$ cat src/rtl/rk4_stage_scheduler.sv
// RK4 step sequencer: fixed-rate tick, input freeze, four-stage k1..k4 evaluation, state commit.
// Optional derivative-unit watchdog enabled by defining RK4_SCHED_TIMEOUT_EN.
module rk4_stage_scheduler #(
  parameter int TICK_DIV     = 100,
  parameter int DONE_TIMEOUT = 255
) (
  input  logic        clk,
  input  logic        rst,
  input  logic        en,
  input  logic        clr_err,
  input  logic [31:0] voltage_in,
  input  logic [31:0] load_in,
  output logic [31:0] voltage_q,
  output logic [31:0] load_q,
  output logic        eval_start,
  output logic [1:0]  eval_stage,
  output logic        eval_half,
  input  logic        eval_done,
  output logic        acc_we,
  output logic [1:0]  acc_weight,
  output logic        state_we,
  output logic        step_done,
  output logic [31:0] step_count,
  output logic        busy,
  output logic        overrun,
  output logic        err_timeout
);

  // Tick and WAIT counters share one width, sized for the larger limit.
  localparam int CNT_MAX = (TICK_DIV > DONE_TIMEOUT) ? TICK_DIV : DONE_TIMEOUT;
  localparam int CNT_W   = (CNT_MAX > 2) ? $clog2(CNT_MAX) : 1;
  localparam logic [CNT_W-1:0] TCNT_LAST = CNT_W'(TICK_DIV - 1);

  typedef enum logic [2:0] {
    S_IDLE,
    S_ISSUE,
    S_WAIT,
    S_COMMIT,
    S_ERR
  } state_t;

  state_t            state_q, state_d;
  logic [CNT_W-1:0]  tcnt_q, tcnt_d;
  logic [1:0]        stage_q, stage_d;
  logic [31:0]       voltage_d, load_d;
  logic [31:0]       step_count_q, step_count_d;
  logic              eval_start_q, eval_start_d;
  logic              state_we_q, state_we_d;
  logic              busy_q, busy_d;
  logic              overrun_q, overrun_d;
  logic              tick;
  logic              timeout_hit;

`ifdef RK4_SCHED_TIMEOUT_EN
  localparam logic [CNT_W-1:0] WAIT_LAST = CNT_W'(DONE_TIMEOUT - 1);
  logic [CNT_W-1:0]  wcnt_q, wcnt_d;
  logic              err_timeout_q, err_timeout_d;
`endif

  assign tick = en && (tcnt_q == TCNT_LAST);

  always_comb begin
    state_d      = state_q;
    stage_d      = stage_q;
    voltage_d    = voltage_q;
    load_d       = load_q;
    step_count_d = step_count_q;
    eval_start_d = 1'b0;
    state_we_d   = 1'b0;
    timeout_hit  = 1'b0;
    tcnt_d       = en ? (tick ? '0 : tcnt_q + CNT_W'(1)) : '0;
`ifdef RK4_SCHED_TIMEOUT_EN
    wcnt_d       = wcnt_q;
`endif

    case (state_q)
      S_IDLE: begin
        if (tick) begin
          voltage_d    = voltage_in;
          load_d       = load_in;
          stage_d      = 2'd0;
          eval_start_d = 1'b1;
          state_d      = S_ISSUE;
        end
      end
      S_ISSUE: begin
        state_d = S_WAIT;
`ifdef RK4_SCHED_TIMEOUT_EN
        wcnt_d  = '0;
`endif
      end
      S_WAIT: begin
        if (eval_done) begin
          if (stage_q == 2'd3) begin
            state_we_d   = 1'b1;
            step_count_d = step_count_q + 32'd1;
            state_d      = S_COMMIT;
          end else begin
            stage_d      = stage_q + 2'd1;
            eval_start_d = 1'b1;
            state_d      = S_ISSUE;
          end
        end
`ifdef RK4_SCHED_TIMEOUT_EN
        else if (wcnt_q == WAIT_LAST) begin
          timeout_hit = 1'b1;
          state_d     = S_ERR;
        end else begin
          wcnt_d = wcnt_q + CNT_W'(1);
        end
`endif
      end
      S_COMMIT: state_d = S_IDLE;
      S_ERR: begin
        if (clr_err) state_d = S_IDLE;
      end
      default: state_d = S_IDLE;
    endcase

    busy_d = (state_d != S_IDLE);

    // A new set event beats a simultaneous clear.
    if (tick && (state_q != S_IDLE)) overrun_d = 1'b1;
    else if (clr_err)                overrun_d = 1'b0;
    else                             overrun_d = overrun_q;

`ifdef RK4_SCHED_TIMEOUT_EN
    if (timeout_hit)  err_timeout_d = 1'b1;
    else if (clr_err) err_timeout_d = 1'b0;
    else              err_timeout_d = err_timeout_q;
`endif
  end

  always_ff @(posedge clk or posedge rst) begin
    if (rst) begin
      state_q       <= S_IDLE;
      tcnt_q        <= '0;
      stage_q       <= 2'd0;
      voltage_q     <= 32'd0;
      load_q        <= 32'd0;
      step_count_q  <= 32'd0;
      eval_start_q  <= 1'b0;
      state_we_q    <= 1'b0;
      busy_q        <= 1'b0;
      overrun_q     <= 1'b0;
`ifdef RK4_SCHED_TIMEOUT_EN
      wcnt_q        <= '0;
      err_timeout_q <= 1'b0;
`endif
    end else begin
      state_q       <= state_d;
      tcnt_q        <= tcnt_d;
      stage_q       <= stage_d;
      voltage_q     <= voltage_d;
      load_q        <= load_d;
      step_count_q  <= step_count_d;
      eval_start_q  <= eval_start_d;
      state_we_q    <= state_we_d;
      busy_q        <= busy_d;
      overrun_q     <= overrun_d;
`ifdef RK4_SCHED_TIMEOUT_EN
      wcnt_q        <= wcnt_d;
      err_timeout_q <= err_timeout_d;
`endif
    end
  end

  assign eval_start = eval_start_q;
  assign eval_stage = stage_q;
  assign eval_half  = (stage_q == 2'd1) || (stage_q == 2'd2);
  assign acc_weight = eval_half ? 2'd2 : 2'd1;
  assign acc_we     = (state_q == S_WAIT) && eval_done;
  assign state_we   = state_we_q;
  assign step_done  = state_we_q;
  assign step_count = step_count_q;
  assign busy       = busy_q;
  assign overrun    = overrun_q;
`ifdef RK4_SCHED_TIMEOUT_EN
  assign err_timeout = err_timeout_q;
`else
  assign err_timeout = 1'b0;
`endif

endmodule
$ cat config.mk
export PLATFORM = sky130hd
export DESIGN_NAME = rk4_stage_scheduler
export DESIGN_NICKNAME = d
export VERILOG_FILES = /design/src/rtl/rk4_stage_scheduler.sv
export SDC_FILE = /design/constraint.sdc
export NUM_CORES = 1
export LEC_CHECK = 0
export BUFFER_PORTS_ARGS = -buffer_cell sky130_fd_sc_hd__buf_2
export CORE_ASPECT_RATIO = 0.5
export CORE_MARGIN = 2
export CORE_UTILIZATION = 49
export DETAILED_ROUTE_END_ITERATION = 6
export PLACE_DENSITY = 0.78
export REMOVE_ABC_BUFFERS = 1
export SLEW_MARGIN = 20
export SYNTH_ARGS = -nofsm -noshare
export SYNTH_HDL_FRONTEND = slang
export SYNTH_SLANG_ARGS = --single-unit
$ cat constraint.sdc
create_clock -name clk -period 3.7 [get_ports clk]
set_clock_uncertainty 0.05 [all_clocks]
set_input_delay 0.37 -clock clk [delete_from_list [all_inputs] [get_ports clk]]
set_output_delay 0.37 -clock clk [all_outputs]
set_load 0.01 [all_outputs]
# Yosys cells after proc, flatten, opt, wreduce, memory -nomap -nowiden
# Cells that the tools add are included.
[op_classes]
eq_ne = 10
n_mux = 21
reduce_logical = 12
add_sub_neg = 3
[ops]
columns = ["operator", "n"]
rows = [
  ["$add 32x1->32 const B", 1],
  ["$mux 8", 2],
  ["$pmux 3 s4", 1],
  ["$mux 2", 5],
  ["$mux 3", 3],
  ["$add 8x1->8 const B", 1],
  ["$eq 8x7->1 const B", 1],
  ["$mux 1", 8],
  ["$ne 2x2->1 const B", 3],
  ["$reduce_bool 3->1", 2],
  ["$eq 2x2->1 const B", 2],
  ["$pmux 2 s2", 1],
  ["$reduce_and 4->1", 1],
  ["$reduce_bool 2->1", 2],
  ["$eq 3x1->1 const B", 1],
  ["$eq 3x2->1 const B", 1],
  ["$eq 3x3->1 const B", 1],
  ["$logic_and 1x1->1", 3],
  ["$logic_not 3->1", 1],
  ["$reduce_and 3->1", 1],
  ["$add 2x1->2 const B", 1],
  ["$eq 2x1->1 const B", 1],
  ["$pmux 1 s2", 1],
  ["$reduce_and 2->1", 1],
  ["$logic_or 1x1->1", 1],
]
[totals]
reg_bits = 113
elab_cells = 56

# Depth between registers and ports, before layout
# Gate-level depths: netlist of run 1.
[depth]
depth_word = 5
ltp_mapped = 7

# Worst setup path after synthesis of run 1
# Ideal clock, no wire load.
[synth_path]
kind = "reg2reg"
from = "register tcnt_q[0]"
to = "register load_q[0]"
path_slack_ns = 1.804
path_stages_with_launch = 7
n_path_buf = 2
arrival_ns = 1.721
t_required_ns = 3.525
period_less_slack_ns = 1.896
path_cell_list = "dfrtp_1 > ha_1 > and4b_1 > nand3_1 > buf_2 > buf_2 > mux2_2"
[synth_via]
elab_chain_len = 3
[synth_lines]
columns = ["item", "line", "rtl"]
rows = [
  ["from (decl)", "43", "logic [CNT_W-1:0] tcnt_q, tcnt_d;"],
  ["from (signal assigned)", "152", "tcnt_q <= tcnt_d;"],
  ["$eq 8x7->1", "60", "assign tick = en && (tcnt_q == TCNT_LAST);"],
  ["$logic_and 1x1->1", "60", ""],
  ["$reduce_and 2->1 (no source line)", "n/a", ""],
  ["to (signal assigned)", "155", "load_q <= load_d;"],
  ["to (decl)", "14", "output logic [31:0] load_q,"],
]
# No other way between the ends.
# A chain may end at the register's enable or synchronous reset.

# Worst setup path in the final report of run 1
[layout_path]
from = "register tcnt_q[3]"
to = "register voltage_q[19]"
[layout_via]
elab_chain_len = 3
[layout_lines]
columns = ["item", "line", "rtl"]
rows = [
  ["$eq 8x7->1", "60", ""],
  ["$logic_and 1x1->1", "60", ""],
  ["$reduce_and 2->1 (no source line)", "n/a", ""],
  ["to (signal assigned)", "154", "voltage_q <= voltage_d;"],
  ["to (decl)", "13", "output logic [31:0] voltage_q,"],
]
# No other way between the ends.

==> run metrics, run 1 <==
Max Cap Viol 0; Synth top area share 0.609; final std cells w/o fill 660; first-pass GRT wire length 15800 µm; Setup violations, final 0; Max Fclk 0.406 GHz; CTS Hold Buffers Added 0; Synth Area in XOR/XNOR 0.0698; worst slew pin tran 926 ps; Starting DRT DRC Count 168; final hold slack 37.1 ps; Synth top cells by count dfrtp_1, mux2_2, xor2_1; Root Driver clkbuf_16; switching power share of the total 0.210; WL final 9880 µm; main combinational cell family by area after synthesis multiplexers; final hold vios 0; clock share of power 0.546; clock latency on the worst-skew pair 400 ps; CTS tree done; most numerous cell in the Yosys netlist dfrtp_1; final slew viol count 0; core area 9320 µm²; pwr/cell area 543 nW/µm²; Comb power frac 0.074; n_diodes 0; status finished, final reports clean; cell area after synthesis 4640 µm²; GR Overflow Total 0; DP Cell Count 628; initial antenna violation count 0; sequential cell area 2830 µm²; top_reg_cell synth dfrtp_1; type of origin of the critical path register; Final Wtd Congestion 0.780; drt via density 5.05; Area Growth Syn to Fin 36.0%; Internal 2.71 mW; critical path class reg -> reg; CP arrival 2680 ps; number of synthesized flops with an enable pin 0; setup_tns 0 ps; I/O pins 177; remaining antenna violation count 0; Synth area leaders dfrtp_1, mux2_2, xor2_1, xnor2_1, nand4_1; Rel. slew slack 0.378; vias in the first global route 3229; distinct cell type count after synthesis 37; Avg Cell Area, Syn 13.6 µm²; Hold Crit Class in -> async; Seq/Total Area, Yosys 0.609; Initial Utilization 0.498; H-tree Lvls 4; Nets 598; CTS max path bufs 2; gr usage total 0.199; die height 72.8 µm; Leakage 3.61 nW; die width 142 µm; DR pass1 iterations 4; # clock sinks 113; simple-gate share of the synthesized area 0.128; yosys warns 0; ys async rst share 1.00; wire per inst 15.0 µm; Sw Pwr 0.720 mW; Worst Path Required 3920 ps; Compound-Gate Fraction of Synth Area 0.00458; row cnt 25; CTS Buf Count 17; Final Cycle Share 0.666; setup bufs post-CTS 0; area post-placement 5630 µm²; Mapped Cells 342; number of fill cells in the layout 682; Resize count post-CTS 0; RSZ-0062 raised after global routing no; layout cell share with drive strength beyond 1 0.519; sequential power share 0.379; Peak VDD IR 0.352 mV; crit path time final 2460 ps; area occupied by multi-input gates 1720 µm²; clk slew on worst S/H paths 60 ps; Adder-Cell Fraction of Synth Area 0.00809; Die ar. 10300 µm²; mux contribution to synthesized area 0.158; largest net degree at the start of global routing 69; DRC viols 0; CP endpoint kind register; largest area contributor in the netlist dfrtp_1; register bit total from synthesis 113; final cell area excluding filler cells 6310 µm²; total vias in the final route 3332; IO buf count 175; detailed placement HPWL 6950 µm; critical-path maximum fanout 68
-- final cells by class --
type                            count  share of cell area
Inverter                            8             0.00515
Clock inverter                     10              0.0321
Multi-Input combinational cell    209               0.273
Tap cell                          121              0.0240
Sequential cell                   113               0.448
Timing Repair Buffer              177               0.141
Clock buffer                       22              0.0767
-- power by group through the flow --
| stage | sequential [mW] | combinational, mW | clock [mW] |
|---|---|---|---|
| global placement | 1.32 | 0.248 | 0 |
| CTS | 1.30 | 0.258 | 1.90 |
| global route | 1.30 | 0.278 | 1.96 |
| floorplan | 1.32 | 0.120 | 0 |
| detailed placement | 1.32 | 0.254 | 0 |
| finish | 1.30 | 0.255 | 1.87 |
-- cell usage in the layout (no fill, tap or decap), drive strengths merged, types with 2 or more instances in the layout --
cell	instances
and2	2
and3	3
and4	4
buf	177
bufinv	6
clkbuf	22
clkinv	3
dfrtp	113
ha	3
inv	8
mux2	65
nand2	17
nand2b	3
nand3	14
nand4	13
nor2	16
nor3	12
nor4	2
nor4b	3
o21ai	2
xnor2	18
xor2	19
-- critical path, cell delays in order, from the launching register on --
cell and delay [ps]:
dfrtp_1 420, nor4b_1 490, nand3_4 760, mux2_2 560
-- logic make-up (layout without fill, tap and decap cells) --
group                      after synthesis  after routing
xor gates and xnor gates                37             37
and+or+nand+nor                         99             99
AOI/OAI and AO/OA                        4              4
buffers and inverters                   20            217
DFF                                    113            113
muxes                                   65             65
other                                    1              1
adders and majority gates                3              3
-- worst paths after layout --
| path | endpoint | slack [ps] | cells after the start | startpoint |
|---|---|---|---|---|
| worst max-delay path | voltage_q[19] | 1240 | 3 | tcnt_q[3] |
| worst max register to register | voltage_q[19] | 1240 | 3 | tcnt_q[3] |
| max in group asynchronous | voltage_q[3] | 2660 | 3 | rst |
| worst min-delay path | load_q[31] | 40 | 2 | rst |
| worst min register to register | step_count[31] | 430 | 1 | step_count[31] |
| min in group clk | state_q[2] | 120 | 2 | clr_err |
-- state kept, by name, summed over array words and instances (netlist names) --
signal	cells
overrun	1
voltage_q	32
state_we	1
load_q	32
eval_stage	2
state_q	3
busy	1
tcnt_q	8
step_count	32
eval_start	1
-- routing by layer --
metal  up-vias  global-route usage  wire (µm)
li1       1569                   -          -
met1      1627               0.242       4260
met2       115               0.338       4810
met3        21              0.0512        574
met4         0               0.102        238
met5         -                   0          0
-- through the flow --
step / power [mW] / worst slack (ps) / util
after floorplan: 1.45 / 293 / -
after global placement: 1.57 / 1230 / 0.604
after detailed placement: 1.57 / 1210 / 0.604
after CTS: 3.46 / 1190 / 0.677
after global routing: 3.54 / 1020 / 0.677
final: 3.43 / 1240 / 0.677
Power figures use the tool's default switching activity.
==> run 2, diff against run 1 <==
- ABC_AREA: default -> 1
- CORE_UTILIZATION: 49 -> 46
- PLACE_DENSITY: 0.78 -> 0.75
- clock period: 3.7 -> 2.1 ns (I/O delays scaled with it)
==> run 2 against run 1 <==
Against the previous run: synthesized cell count up 77%; worst hold slack worse by 34 ps; die area up 19%; count of clock-buffer cells in the layout down 2; sequential cell count unchanged; wire length up 37%; sequential share of layout area down 6.8 points; largest power group unchanged; critical endpoint is now load_q[16]; first-iteration DRC count up 36%.
==> run metrics, run 2 <==
pwr/cell area 745 nW/µm² (+37%); type of origin of the critical path register; sequential cell area 2830 µm² (unchanged); crit path time final 1800 ps (-665 ps); RSZ-0062 raised after global routing no; clk slew on worst S/H paths 50 ps (about the same); yosys warns 0 (unchanged); cell area after synthesis 5220 µm² (+13%); n_diodes 0 (unchanged); DRC viols 0 (unchanged); remaining antenna violation count 0 (unchanged); total vias in the final route 4764 (+43%); die width 155 µm (+9.2%); GR Overflow Total 0 (unchanged); largest net degree at the start of global routing 55 (-20%); critical path class reg -> reg; Synth area leaders dfrtp_1, nand2_1, inv_1, o21ai_1, o21ai_2; Max stage delay on crit path 370 ps (-390 ps); detailed placement HPWL 8680 µm (+25%); Comb power frac 0.072 (-0.002); Peak VDD IR 0.479 mV (+36%); CTS Buf Count 17 (unchanged); R2R cell count 7 (+4); WL final 13500 µm (+37%); # clock sinks 113 (unchanged); ys async rst share 1.00 (unchanged); Layout Utilization 0.677 (about the same); Area Growth Syn to Fin 42.7%; commonest non-fill, non-tap cell in the layout buf_2; largest area contributor in the netlist dfrtp_1; status finished, final reports clean; Final Cycle Share 0.857 (+0.191); Rel. slew slack 0.665 (+0.287); Die ar. 12300 µm² (+19%); top_reg_cell synth dfrtp_1; Max Cap Viol 0 (unchanged); number of synthesized flops with an enable pin 0 (unchanged); CP most frequent cell nand2_1; area occupied by multi-input gates 1820 µm² (+5.8%); clock share of power 0.525 (-0.021); Nets 921 (+54%); CTS tree done; drt via density 4.74 (-6.2%); Setup violations, final 0 (unchanged); Mapped Cells 604 (+77%); register bit total from synthesis 113 (unchanged); gr usage total 0.231 (+0.0313); first-pass GRT wire length 22200 µm (+41%); final setup margin 301 ps (-935 ps); IO buf count 175 (unchanged); DR pass1 iterations 5 (+1); Internal 4.32 mW (+59%); clock latency on the worst-skew pair 420 ps (+20 ps); vias in the first global route 4750 (+47%); wire per inst 13.5 µm (-10%); switching power share of the total 0.223 (+0.0126); most frequent cells in the layout buf_2, nand2_1, dfrtp_1; core area 11000 µm² (+18%); most numerous cell in the Yosys netlist nand2_1; sequential power share 0.403 (+0.024); Leakage 4.18 nW (+16%); layout cell share with drive strength beyond 1 0.294 (-0.226); Final Wtd Congestion 0.803 (+2.9%); crit-path cells ha_1, nand2_1, nor3_2, nand3_4, buf_12, nand2_1, o21ai_1; Max Fclk 0.556 GHz (+37%); Synth top area share 0.541 (-0.0678); setup bufs post-CTS 0 (unchanged); Seq/Total Area, Yosys 0.541 (-0.0678); Worst Path Required 2330 ps (-1590 ps); die height 79.4 µm (+9.0%); H-tree Lvls 4 (unchanged); Hold Crit Class in -> reg; final slew viol count 0 (unchanged); Avg Cell Area, Syn 8.65 µm² (-36%); total power 5.55 mW (+62%); CP arrival 2030 ps (-650 ps); final hold vios 0 (unchanged); Post-Place Setup Slack 361 ps (-848 ps); Initial Utilization 0.474 (-0.0237); Slowest-stage cell, CP dfrtp_1; I/O pins 177 (unchanged); hold path cells 3; initial antenna violation count 0 (unchanged); critical-path maximum fanout 36 (-47%); Root Driver clkbuf_16; Sw Pwr 1.24 mW (+72%); Synth top cells by count nand2_1, dfrtp_1, inv_1; worst slew pin tran 502 ps (-424 ps); CP endpoint kind register; row cnt 27 (+8.0%); number of fill cells in the layout 843 (+24%); CTS max path bufs 2 (unchanged); Starting DRT DRC Count 229 (+36%); distinct cell type count after synthesis 30 (-19%)
==> run 2: cell families after synthesis <==
family	after synthesis	synth area share
flops	113	0.541
compound gates	71	0.0800
buf+inv	129	0.111
other cells	1	0.000718
simple gates	275	0.238
xor+xnor	12	0.0216
fa+ha+maj	3	0.00719
==> run 2: power groups by stage <==
stage	combinational, mW	clock, mW	sequential (mW)
finish	0.401	2.92	2.24
global route	0.445	3.05	2.24
global placement	0.303	0	2.27
CTS	0.403	2.95	2.23
detailed placement	0.311	0	2.27
floorplan	0.153	0	2.28
==> run 2: area by class of cell <==
cell class	instances	area share
tap	145	0.0243
multi-input combinational	362	0.245
sequential	113	0.379
clock buffer	20	0.0613
timing repair buffer	246	0.217
inverter	109	0.0552
clock inverter	11	0.0185
==> run 2: worst paths after layout <==
path	from	end	slack (ps)
worst max-delay path	tcnt_q[0]	load_q[16]	300
worst min register to register	tcnt_q[0]	tcnt_q[0]	420
min in group asynchronous	rst	step_count[28]	340
worst min-delay path	voltage_in[19]	voltage_q[19]	3
worst max register to register	tcnt_q[0]	load_q[16]	300
max in group asynchronous	rst	tcnt_q[3]	990
==> run 2: critical path: cells and delay by family (launching register included) <==
family / cells / cell delay [ps]
flops: 1 / 370
buf+inv: 1 / 270
simple gates: 4 / 660
fa+ha+maj: 1 / 210
compound gates: 1 / 100
==> run 2: through the flow <==
step                instance area (µm²)  hold slack, ps  setup TNS, ps  instances
finish                             7450            2.68              0       1006
global route                       7450            26.1              0       1006
CTS                                7450            2.85              0       1006
detailed placement                 6240             231              0        913
global placement                   6240             224              0        913
floorplan                          5050             293        -181520        584
==> run 2: layer usage <==
| metal | global-route usage | vias to the layer above | wire length, µm |
|---|---|---|---|
| li1 | - | 2355 | - |
| met1 | 0.260 | 2224 | 5540 |
| met2 | 0.413 | 143 | 6940 |
| met3 | 0.0464 | 42 | 549 |
| met4 | 0.135 | 0 | 513 |
| met5 | 0 | - | 0 |
==> run 2: what timing repair did <==
action | in CTS | in global routing
resized for setup | 0 | 0
endpoints found under the hold margin | 96 | 0
hold buffers | 62 | 0
